==> src/rtl/alu_pkg.sv <==
// Shared opcode encodings and widths for the registered ALU.
package alu_pkg;

  localparam int unsigned ALU_SEL_W = 3;

  localparam logic [ALU_SEL_W-1:0] ALU_ADD  = 3'b000;
  localparam logic [ALU_SEL_W-1:0] ALU_SUB  = 3'b001;
  localparam logic [ALU_SEL_W-1:0] ALU_MUL  = 3'b010;
  localparam logic [ALU_SEL_W-1:0] ALU_AND  = 3'b011;
  localparam logic [ALU_SEL_W-1:0] ALU_OR   = 3'b100;
  localparam logic [ALU_SEL_W-1:0] ALU_XOR  = 3'b101;
  localparam logic [ALU_SEL_W-1:0] ALU_SLL  = 3'b110;
  localparam logic [ALU_SEL_W-1:0] ALU_SLTU = 3'b111;

endpackage

==> src/rtl/alu_if.sv <==
// Operand/result bundle between an ALU requester and the ALU datapath.
interface alu_if #(
  parameter int unsigned n = 32
) ();
  import alu_pkg::*;

  logic [n-1:0]         a;
  logic [n-1:0]         b;
  logic [ALU_SEL_W-1:0] sel;
  logic [n-1:0]         result;
  logic                 carry;

  modport master (output a, b, sel, input result, carry);
  modport slave (input a, b, sel, output result, carry);

endinterface

==> src/rtl/alu_core.sv <==
// Combinational ALU datapath: operands and opcode in, result and carry/flag out.
module alu_core
  import alu_pkg::*;
#(
  parameter int unsigned n = 32
) (
  alu_if.slave bus
);

  localparam int unsigned ShW = $clog2(n);

  logic [n:0]     sum;
  logic [n-1:0]   diff;
  logic           borrow;
  logic [2*n-1:0] prod;
  logic [ShW-1:0] shamt;
  logic [n:0]     shl;
  logic [n-1:0]   res;
  logic           cry;

  assign sum    = {1'b0, bus.a} + {1'b0, bus.b};
  assign diff   = bus.a - bus.b;
  assign borrow = bus.a < bus.b;
  assign prod   = {{n{1'b0}}, bus.a} * {{n{1'b0}}, bus.b};
  assign shamt  = bus.b[ShW-1:0];
  // Bit n of the widened shift is the last bit pushed out of A; zero for a zero shift.
  assign shl    = {1'b0, bus.a} << shamt;

  always_comb begin
    res = '0;
    cry = 1'b0;
    case (bus.sel)
      ALU_ADD: begin
        res = sum[n-1:0];
        cry = sum[n];
      end
      ALU_SUB: begin
        res = diff;
        cry = borrow;
      end
      ALU_MUL: begin
        res = prod[n-1:0];
        cry = |prod[2*n-1:n];
      end
      ALU_AND: res = bus.a & bus.b;
      ALU_OR:  res = bus.a | bus.b;
      ALU_XOR: res = bus.a ^ bus.b;
      ALU_SLL: begin
        res = shl[n-1:0];
        cry = shl[n];
      end
      ALU_SLTU: res = {{(n-1){1'b0}}, borrow};
      default: begin
        res = '0;
        cry = 1'b0;
      end
    endcase
  end

  assign bus.result = res;
  assign bus.carry  = cry;

endmodule

==> src/rtl/alu.sv <==
// Registered N-bit ALU: one cycle from operand sampling to visible result and flag.
module alu
  import alu_pkg::*;
#(
  parameter int unsigned n = 32
) (
  output logic [n-1:0]         ALU_out,
  output logic                 Carry_out,
  input  logic [n-1:0]         A,
  input  logic [n-1:0]         B,
  input  logic [ALU_SEL_W-1:0] ALU_sel,
  input  logic                 clk,
  input  logic                 rst_n
);

  alu_if #(.n(n)) core_bus ();

  assign core_bus.a   = A;
  assign core_bus.b   = B;
  assign core_bus.sel = ALU_sel;

  alu_core #(.n(n)) u_core (
    .bus (core_bus.slave)
  );

  always_ff @(posedge clk or negedge rst_n) begin
    if (!rst_n) begin
      ALU_out   <= '0;
      Carry_out <= 1'b0;
    end else begin
      ALU_out   <= core_bus.result;
      Carry_out <= core_bus.carry;
    end
  end

endmodule

==> config.mk <==
export PLATFORM = sky130hd
export DESIGN_NAME = alu
export DESIGN_NICKNAME = d
export VERILOG_FILES = /design/src/rtl/alu_pkg.sv /design/src/rtl/alu_if.sv /design/src/rtl/alu_core.sv /design/src/rtl/alu.sv
export SDC_FILE = /design/constraint.sdc
export NUM_CORES = 2
export LEC_CHECK = 0
export CAP_MARGIN = 30
export CORE_ASPECT_RATIO = 0.5
export CORE_MARGIN = 2
export CORE_UTILIZATION = 65
export DETAILED_ROUTE_END_ITERATION = 10
export DONT_BUFFER_PORTS = 1
export HOLD_SLACK_MARGIN = 0.05
export PLACE_DENSITY = 0.81
export SETUP_SLACK_MARGIN = 0.5
export SYNTH_ARGS = -nofsm -noshare
export SYNTH_HDL_FRONTEND = slang
export SYNTH_SLANG_ARGS = --single-unit
export TNS_END_PERCENT = 5
==> constraint.sdc <==
create_clock -name clk -period 0.8 [get_ports clk]
set_input_delay 0.08 -clock clk [delete_from_list [all_inputs] [get_ports clk]]
set_output_delay 0.08 -clock clk [all_outputs]
set_load 0.005 [all_outputs]
; ---- After elaboration in Yosys (flattened, before gate mapping)
; Cells that the tools add are included.
[op_classes]
add_sub_neg = 2
multipliers = 1
n_lt_le_gt_ge = 1
eq_ne = 7
shift = 1
n_mux = 2
bitwise_logic = 3
reduce_logical = 2
[op_table]
columns = operator, n
row1 = case mux 32 bit (8 select lines), 1
row2 = multiplier 32 x 32 -> 64 bit, 1
row3 = adder 32 x 32 -> 33 bit, 1
row4 = << shifter 32 x 5 -> 33 bit, 1
row5 = bitwise AND 32 bit, 1
row6 = less-than comparator 32 bit, 1
row7 = bitwise OR 32 bit, 1
row8 = OR reduction 32 bit, 1
row9 = subtractor 32 bit, 1
row10 = XOR 32 bit, 1
row11 = equality test 3 bit (second input constant), 4
row12 = equality test 3 x 2 -> 1 bit (second input constant), 2
row13 = case mux 1 bit (4 select lines), 1
row14 = equality test 3 x 1 -> 1 bit (second input constant), 1
row15 = zero test 3 bit, 1
[word_totals]
ff_bits = 33
in_bits = 69
output_inout_bits = 33
wordCells = 21

; ---- Logic depth before layout (Yosys ltp)
[logic_depth]
word_depth = 3
ltp_mapped = 33
mapped_depth_nobuf = 28

; ---- Hierarchy
; From an unflattened synthesis, not the netlist that was laid out.
[hier_totals]
hier_cells = 4644
area_unflattened_um2 = 39151.3
[modules_own_cells]
columns = mod, instances, cells_each, area_each_um2, seq_area_each_um2
row1 = alu_core, 1, 4611, 38325.5, 0.0
row2 = alu, 1, 33, 825.8, 825.8

; ---- Least setup slack after synthesis
; No wires, ideal clock.
[synth_timing]
path_type = input to register
start = in B[2]
end = reg Carry_out
setup_ns = 0.137
arrival_time_ns = 8.157
required_ns = 0.663
path_slack_ns = -7.494
path_stages = 31
path_buffers = 5
path_cell_list = clkinv_1 clkbuf_1 buf_1 clkbuf_1 buf_1 nor2_1 fa_1 inv_1 fa_1 fa_1 fa_1 inv_1 fa_1 inv_1 fa_1 inv_1 fa_1 fa_1 ha_1 buf_6 a21o_1 a211oi_1 a2111oi_0 o221ai_1 a211oi_1 mux2i_1 o31ai_1 nor4_1 nand4_1 nor4_1 a21oi_1
[synth_between]
elab_chain_cells = 3
word_cells_on_any_way = 6
classes_between = 1 x add/sub / 1 x mul / 1 x order compare / 1 x shift / 1 x mux / 1 x reduce/logical
[synth_lines]
columns = item, line_no
row1 = "start, declared", alu.sv:10  ; input logic [n-1:0] B,
row2 = multiplier 32 x 32 -> 64 bit, alu_core.sv:24  ; assign prod = {{n{1'b0}}, bus.a} * {{n{1'b0}}, bus.b};
row3 = OR reduction 32 bit, alu_core.sv:43  ; cry = |prod[2*n-1:n];
row4 = case mux 1 bit (4 select lines) (*), alu_core.sv:32  ; case (bus.sel)
row5 = via core_bus.carry, alu_if.sv:11  ; logic carry;
row6 = "end signal, assigned", alu.sv:32  ; Carry_out <= core_bus.carry;
row7 = "end, declared", alu.sv:8  ; output logic Carry_out,
; Mark *: on every way through the listed nets, which the timed path passes. The rest lies on a longest branch.

; ---- Worst setup path in the final report
[layout_timing]
start = in A[12]
end = reg Carry_out
[layout_between]
elab_chain_cells = 3
word_cells_on_any_way = 6
classes_between = 1 x add/sub / 1 x mul / 1 x order compare / 1 x shift / 1 x mux / 1 x reduce/logical
[layout_lines]
columns = item, line_no
row1 = "start, declared", alu.sv:9  ; input logic [n-1:0] A,
row2 = multiplier 32 x 32 -> 64 bit, alu_core.sv:24
row3 = OR reduction 32 bit, alu_core.sv:43
row4 = case mux 1 bit (4 select lines) (*), alu_core.sv:32
row5 = via core_bus.carry, alu_if.sv:11
; Marks and branches as above.

==> flow_summary.toml <==
[outcome]
status = "finished, violations left"
violations = "design-rule violations, negative hold slack, negative setup slack"

[synth]
async_reset_ff_share_pct = 100
ys_types = 95
synth_nets = 5948
ys_seq_elements = 33
yosysSeqAreaShare_pct = 2.11
synth_edf_count = 0
syn_inst = 4621
synth.avg_cell_area_sq_um = 8.46
synth_warnings = 0
netlist_area_sq_um = 39100
synth_ff_type = "dfrtp_1"

[worst_hold_path]
hold_path_class = "in -> async"

[drt]
wire_per_inst_um = 28.9
drt_first_iter_violations = 6817
antenna_left = 0
first_pass_iters = 11
vias_per_cell = 6.63
routed-via-count = 39899
wirelength_um = 174000
drcViolationCount = 34

[floorplanning]
core_sq_um = 59400
dieArea_sq_um = 62200
die_w_um = 351
start_util_pct = 65.8
die_y_um = 177
rows = 63
ios = 102

[place]
dp.cells = 5969
place_congestion = 1.13
dpl.hpwl_um = 135000
port_buffers = 0

[sta]
rsz0062_at_grt = "yes"
drv_slew = 0
worst_pin_slew_ns = 0.769
setup_slack_ns = -6.85
timing.final.crit_share_pct = 957
max_freq_mhz = 131
setup_viol = 36
finalCriticalPeriod_ns = 7.65
hold_viol_final = 33
relSlewSlack_pct = 48.4
holdWs_ns = -0.556

[clock_tree]
path_clk_slew_ns = 0.10
cts_sinks = 33
clockRootBuffer = "clkbuf_16"
clock_path_buffers = 2
cts_tree = "yes"
cts_buffers = 5
cts.htree.levels = 2

[run]
maxCapViolCount = 0

[finish]
final_cells = 6015
area_delta_synth_final_pct = 20.6
layout_commonest_cell = "fa_1"
fin_util_pct = 79.4
fillers = 3792
layout_common_cells = "887 x fa_1, 794 x buf_4, 767 x inv_1"
layout.nets = 6515
drive_gt1_share_pct = 21.7

[global_routing]
grt_pass1_vias = 41509
grt_usage_pct = 56.3
overflow = 0
antenna_found_initial = 17
grt_first_pass_wirelength_um = 253000
grt_start_max_net_pins = 61

[setup_path]
arrival_ns = 7.86
crit_path_max_fanout = 24
crit_path_end_kind = "flop"
path_class = "in -> reg"
required_ns = 1.00
start_kind = "input pin"
==> area by class of cell <==
class                   count  area, sq um  share of cell area [%]
multi-input cells        3486        35100                    74.5
flip-flops and latches     33          826                    1.75
clock inverters             3         17.5                  0.0372
inverters                 810         3150                    6.67
repair buffers            852         6870                    14.6
diodes                     14         35.0                  0.0743
well taps                 812         1020                    2.16
clock buffers               5          125                   0.265
==> how the worst max path moves through the flow <==
stage           endpoint  slack (ns)  startpoint  cells past startpoint
6_report       Carry_out       -6.85       A[12]                     28
5_1_grt        Carry_out       -6.98       A[12]                     28
4_1_cts        Carry_out       -6.54        B[4]                     29
3_5_place_dp   Carry_out       -7.39       B[14]                     29
3_3_place_gp   Carry_out       -7.30       A[20]                     28
2_1_floorplan  Carry_out       -6.39        B[2]                     29
==> cell families after synthesis <==
logic type      count (synthesis)  synth area share [%]
mux                            60                  1.98
buf+inv                      1102                  10.8
fa+ha+maj                    1258                  57.5
xor+xnor                       71                  1.59
compound gates                620                  10.7
simple gates                 1477                  15.3
flops                          33                  2.11
==> worst max-delay path: stages <==
cell	delay [ns]
clkinvlp_4	0.12
buf_4	0.22
nor2_2	0.07
fa_1	0.61
fa_2	0.48
fa_1	0.56
inv_1	0.07
fa_2	0.46
inv_2	0.22
fa_1	0.46
fa_1	0.55
fa_1	0.46
fa_1	0.54
ha_4	0.32
buf_4	0.12
buf_6	0.12
nand2_2	0.06
o211a_4	0.26
o31ai_4	0.25
o31ai_4	0.21
o21a_1	0.24
o41a_1	0.42
a32o_1	0.22
nor4_2	0.13
nand4_1	0.13
nor4_2	0.25
buf_4	0.15
a21oi_1	0.03
==> state kept, by name, summed over array words and instances (netlist names) <==
register and count:
Carry_out 1, ALU_out 32
==> through the flow <==
stage / area (sq um) / setup TNS (ns) / setup slack, ns
global placement: 45700 / -169.51 / -7.30
detailed placement: 45700 / -172.71 / -7.39
CTS: 46600 / -151.20 / -6.54
global route: 47100 / -164.43 / -6.98
floorplan: 39500 / -152.17 / -6.39
finish: 47100 / -162.84 / -6.85
==> repair_timing <==
action,in CTS,in global routing
buffers inserted,9,15
gates resized for setup,158,82
pin swaps,32,43
endpoints found under the hold margin,35,33
endpoints found under the setup margin,66,66
==> layer usage <==
metal / track usage (%) / vias to the layer above / routed length [um]
met1: 67.0 / 19046 / 56200
met3: 30.2 / 1317 / 32600
met4: 37.8 / 20 / 16300
li1: - / 15544 / -
met5: 3.61 / - / 373
met2: 78.3 / 3972 / 68100
==> cells in the mapped netlist, drive strengths merged, types with 13 or more instances <==
master / n / share of area (%)
a211oi: 25 / 0.49
nand4: 36 / 0.59
clkbuf: 190 / 1.8
xor2: 19 / 0.43
nand2b: 17 / 0.27
buf: 102 / 1.1
nor2: 715 / 6.9
inv: 783 / 7.5
o21bai: 21 / 0.40
fa: 898 / 46
o221ai: 22 / 0.49
nor2b: 13 / 0.21
o31ai: 16 / 0.39
o211ai: 18 / 0.35
nor3: 39 / 0.53
a21oi: 171 / 2.3
o22ai: 41 / 0.66
a21o: 35 / 0.67
o21ai: 124 / 1.6
a221oi: 14 / 0.33
dfrtp: 33 / 2.1
nor4: 14 / 0.26
xnor2: 52 / 1.2
ha: 360 / 12
a31oi: 15 / 0.28
mux4: 13 / 0.75
clkinv: 27 / 0.26
mux2i: 39 / 1.0
a22oi: 23 / 0.44
nand2: 570 / 5.5
nand3: 32 / 0.41
Power is not shown: default switching activity piles up to over one toggle a cycle in this logic, so the estimate is an artifact.
